[src/rtl/seq_repetition_checker_pkg.sv]
// Shared types and helpers for the repetition checker.
// Modes, channel FSM states and a counter-width helper.
package seq_rep_pkg;

  typedef enum logic [1:0] {
    REP_NONCONSEC,
    REP_GOTO,
    REP_CONSEC
  } rep_mode_e;

  typedef enum logic [1:0] {
    IDLE,
    COUNT,
    WAIT_DONE
  } rep_state_e;

  // Bits needed to hold 0..max_val.
  function automatic int cnt_bits(input int max_val);
    return (max_val < 1) ? 1 : $clog2(max_val + 1);
  endfunction

endpackage

[src/rtl/seq_repetition_checker_channel.sv]
// One checker thread: trig |-> ev{rep} ##1 done.
// In: clk, rst, en, trig, ev, done. Out: busy, pass, fail, fail_to, dropped.
module seq_rep_channel
  import seq_rep_pkg::*;
#(
  parameter int        REP_CNT = 3,
  parameter rep_mode_e MODE    = REP_NONCONSEC,
  parameter int        TIMEOUT = 64
) (
  input  logic clk,
  input  logic rst,
  input  logic en,
  input  logic trig,
  input  logic ev,
  input  logic done,
  output logic busy,
  output logic pass,
  output logic fail,
  output logic fail_to,
  output logic dropped
);

  localparam int KW = cnt_bits(REP_CNT);
  localparam int EW = cnt_bits(TIMEOUT);
  localparam logic [KW-1:0] K_MAX = KW'(REP_CNT);
  localparam logic [EW-1:0] E_MAX = EW'(TIMEOUT);

  rep_state_e    state_q, state_d;
  logic [KW-1:0] k_q, k_d;
  logic [EW-1:0] elapsed_q, elapsed_d;
  logic          pass_q, pass_d;
  logic          fail_q, fail_d;
  logic          fail_to_q, fail_to_d;
  logic          dropped_q, dropped_d;

  logic [KW-1:0] k_inc;
  logic [EW-1:0] el_inc;
  logic          hit;
  logic          miss;

  always_comb begin
    state_d   = state_q;
    k_d       = k_q;
    elapsed_d = elapsed_q;
    pass_d    = 1'b0;
    fail_d    = 1'b0;
    fail_to_d = 1'b0;
    dropped_d = trig && (state_q != IDLE);
    k_inc     = k_q + 1'b1;
    el_inc    = elapsed_q + 1'b1;
    hit       = 1'b0;
    miss      = 1'b0;

    if (en) begin
      unique case (state_q)
        IDLE: begin
          if (trig) begin
            // ev in the trigger cycle already counts
            k_d       = KW'(ev);
            elapsed_d = '0;
            state_d   = (ev && REP_CNT == 1) ?
                        WAIT_DONE : COUNT;
          end
        end
        COUNT: begin
          if (ev) begin
            k_d = k_inc;
            if (k_inc == K_MAX) state_d = WAIT_DONE;
          end else if (MODE == REP_CONSEC) begin
            miss = 1'b1;
          end
        end
        WAIT_DONE: begin
          if (done) begin
            hit = 1'b1;
          end else if (MODE != REP_NONCONSEC || ev) begin
            // goto/consec decide in one cycle;
            // nonconsec fails only on an extra ev
            miss = 1'b1;
          end
        end
        default: state_d = IDLE;
      endcase

      if (state_q != IDLE) begin
        elapsed_d = el_inc;
        if (hit || miss) begin
          pass_d  = hit;
          fail_d  = miss;
          state_d = IDLE;
        end else if (el_inc == E_MAX) begin
          fail_d    = 1'b1;
          fail_to_d = 1'b1;
          state_d   = IDLE;
        end
        if (state_d == IDLE) begin
          k_d       = '0;
          elapsed_d = '0;
        end
      end
    end
  end

  always_ff @(posedge clk) begin
    if (rst) begin
      state_q   <= IDLE;
      k_q       <= '0;
      elapsed_q <= '0;
      pass_q    <= 1'b0;
      fail_q    <= 1'b0;
      fail_to_q <= 1'b0;
      dropped_q <= 1'b0;
    end else begin
      state_q   <= state_d;
      k_q       <= k_d;
      elapsed_q <= elapsed_d;
      pass_q    <= pass_d;
      fail_q    <= fail_d;
      fail_to_q <= fail_to_d;
      dropped_q <= dropped_d;
    end
  end

  assign busy    = (state_q != IDLE);
  assign pass    = pass_q;
  assign fail    = fail_q;
  assign fail_to = fail_to_q;
  assign dropped = dropped_q;

endmodule

[config.mk]
export PLATFORM = sky130hd
export DESIGN_NAME = seq_rep_channel
export DESIGN_NICKNAME = d
export VERILOG_FILES = /design/src/rtl/seq_repetition_checker_pkg.sv /design/src/rtl/seq_repetition_checker_channel.sv
export SDC_FILE = /design/constraint.sdc
export NUM_CORES = 1
export LEC_CHECK = 0
export CORE_UTILIZATION = 50
export DETAILED_ROUTE_END_ITERATION = 16
export DONT_BUFFER_PORTS = 1
export PLACE_DENSITY_LB_ADDON = 0.05
export SYNTH_ARGS = -nofsm -noshare
export SYNTH_HDL_FRONTEND = slang
export SYNTH_SLANG_ARGS = --single-unit
[constraint.sdc]
create_clock -name clk -period 2.45 [get_ports clk]
set_input_delay 0.3675 -clock clk [delete_from_list [all_inputs] [get_ports clk]]
set_output_delay 0.3675 -clock clk [all_outputs]
set_load 0.1 [all_outputs]
==> results.json <==
{
  "core.rowCount": 14,
  "hold_buffers": 0,
  "drv_cap": 0,
  "hold_viol": 0,
  "ys_ff_latch": 15,
  "drive_gt1_share_pct": 16.67,
  "insertion_delay_ns": 0.29,
  "setup_violations": 0,
  "cts_max_path_buffers": 2,
  "drt-total-wl_um": 1685,
  "die_h_um": 43.74,
  "hold_end": "elapsed_q[1]",
  "worstSetupPathType": "register to register",
  "synthTopCellsByArea": "dfxtp_1 34%, a21oi_1 4.6%, o21ai_0 4.0%",
  "yosys.area.top_type": "dfxtp_1",
  "synthXorXnorAreaFrac_pct": 2.011,
  "synth_nets": 112,
  "violations": "design-rule violations",
  "synth_area_per_cell_um2": 8.373,
  "n_antenna_cell": 0,
  "pwr_density_cell_nw_per_um2": 494.6,
  "synth_fa_ha_area_share_pct": 2.874,
  "ios": 11,
  "worst-path-buf-inv": 0,
  "crit_fanout": 6,
  "critPathLaunchType": "register",
  "initial_core_util_pct": 55.86,
  "ys_warn_count": 0,
  "dp.cells": 120,
  "hpwl_um": 1257,
  "slew_headroom_pct": 57.44,
  "cts.sinks": 15,
  "grt_pass1_wl_um": 2773,
  "gp_congestion": 0.7908,
  "ys_seq_area_share_pct": 34.48,
  "syn_area_um2": 870.8,
  "ant_nets": 0,
  "fmax_ghz": 0.5758,
  "synth-compound-area-share_pct": 24.43,
  "r2r_slack_ns": 0.71,
  "outcome": "finished, violations left",
  "synth.top_cell.area_share_pct": 34.48,
  "clk_pin_slew_ns": 0.09,
  "hold_class": "primary input to register",
  "final_cell_mix": "15 x dfxtp_1, 9 x nor2_1, 8 x nand2_1, 8 x a21oi_1, 7 x o21ai_0",
  "grt_max_degree": 13,
  "die_area_um2": 1913,
  "reg2reg_to": "state_q[0]",
  "synth_top_family_by_area": "simple AND/OR/NAND/NOR gates",
  "grt_overflow": 0,
  "cts_tree": "done",
  "yosys.area_share.simple_pct": 29.45,
  "synth_edf_count": 0,
  "cts_max_level": 1,
  "cp_top_family": "compound AO/OA/AOI/OAI gates",
  "via_per_inst": 6.137,
  "async_flop_share_pct": 0,
  "ir_worst_vdd_mv": 0.3671,
  "root_buffer": "clkbuf_4",
  "timing.rr.start": "elapsed_q[1]",
  "post-place-ws_ns": 0.7324,
  "drt_first_pass_iters": 10,
  "netlist_instances": 104,
  "synthMuxAreaShare_pct": 0,
  "clock_skew_ns": 0.003907,
  "fin_nets": 117,
  "min_period_ns": 1.737,
  "reg2regPathDepth": 5,
  "worstPathArrival_ns": 1.93,
  "post_cts_buffers": 0,
  "timing.critical_path.cells": "a2111oi_0 -> a31oi_1 -> or3_1 -> a21oi_1 -> o21ai_1",
  "antenna_found_initial": 0,
  "wl_per_cell_um": 13.59,
  "die_x_um": 43.74,
  "grt_pass1_vias": 601,
  "cp-end-kind": "register",
  "slowest_delay_ns": 0.45,
  "tightest_slew_ns": 0.6330,
  "syn2layout_area_growth_pct": 5.029,
  "synthFlopType": "dfxtp_1",
  "grt_usage_pct": 20.22,
  "synth.distinct_cells": 39,
  "drt_iter0_drc": 34,
  "hold_depth": 1,
  "drc": 1,
  "slowest_stage": "or3_1",
  "hold_start": "rst",
  "slew_violations": 0,
  "fin_ws_ns": 0.7134,
  "final_common_cell": "dfxtp_1",
  "fin_setup_tns_ns": 0,
  "fin_crit_sh_pct": 70.88,
  "final_cells": 124,
  "required_ns": 2.64,
  "cts.repair.resized": 0,
  "rsz0062_at_grt": "no",
  "via_count": 761,
  "cts_buffers": 3,
  "hold_ws_ns": 0.1323,
  "p_leak_nw": 0.3457,
  "port_buffers": 0,
  "core_area_um2": 1559
}
-- kinds of logic (layout without fill, tap and decap cells) --
logic type,after synthesis,after routing
flops,15,15
xor+xnor,2,2
simple gates,44,44
buf+inv,10,14
compound gates,31,31
fa+ha+maj,2,2
-- layout make-up --
type                    instances  area, um^2
fillers                       149       644.4
clock buffers                   4       26.28
multi-input cells              79       511.7
inverters                       5       18.77
well taps                      16       20.02
repair buffers                  5       37.54
flip-flops and latches         15       300.3
-- per-stage QoR --
stage	total power [mW]	instance area, um^2	utilization [%]
finish	0.4524	914.6	58.67
global route	0.4693	914.6	58.67
CTS	0.4545	914.6	58.67
detailed placement	0.3101	888.4	56.98
global placement	0.3094	888.4	56.98
floorplan	0.3064	870.8	-
-- synth_stat cells (all sizes together) (2+ instances only) --
library cell  number
and2b              2
nor3               3
dfxtp             15
ha                 2
nor2b              2
o21ai              9
nand2b             4
a21oi              8
a22o               2
nand2              9
nor2               9
buf                2
xnor2              2
and3               3
inv                5
nand3              4
and4               2
a31oi              5
nor3b              2
clkbuf             2
-- how the worst max path moves through the flow --
stage | startpoint | end | slack (ns) | cells past startpoint
after floorplan | state_q[0] | busy | 0.78 | 3
after global placement | elapsed_q[0] | state_q[0] | 0.72 | 5
after detailed placement | elapsed_q[1] | state_q[0] | 0.73 | 5
after CTS | elapsed_q[1] | state_q[0] | 0.72 | 5
after global routing | elapsed_q[1] | state_q[0] | 0.58 | 5
final | elapsed_q[1] | state_q[0] | 0.71 | 5
-- registers in the layout (all words and copies together) (netlist names) --
signal     flops
fail_to        1
pass           1
k_q            2
state_q        2
fail           1
elapsed_q      7
dropped        1
-- report_power, final --
part           switching, mW  leakage (nW)  total, mW  internal (mW)
logic                 0.0331         0.209     0.0515         0.0184
registers            0.00589         0.121      0.253          0.247
clock network         0.0842        0.0150      0.148         0.0634
total                  0.123         0.346      0.452          0.329
-- layer usage --
layer	GRT usage (%)	part of all wire (%)
met1	30.49	53
met2	26.57	41
met3	5.000	4.2
met4	9.375	2.0
met5	0	0
(Power assumes the default switching activity.)
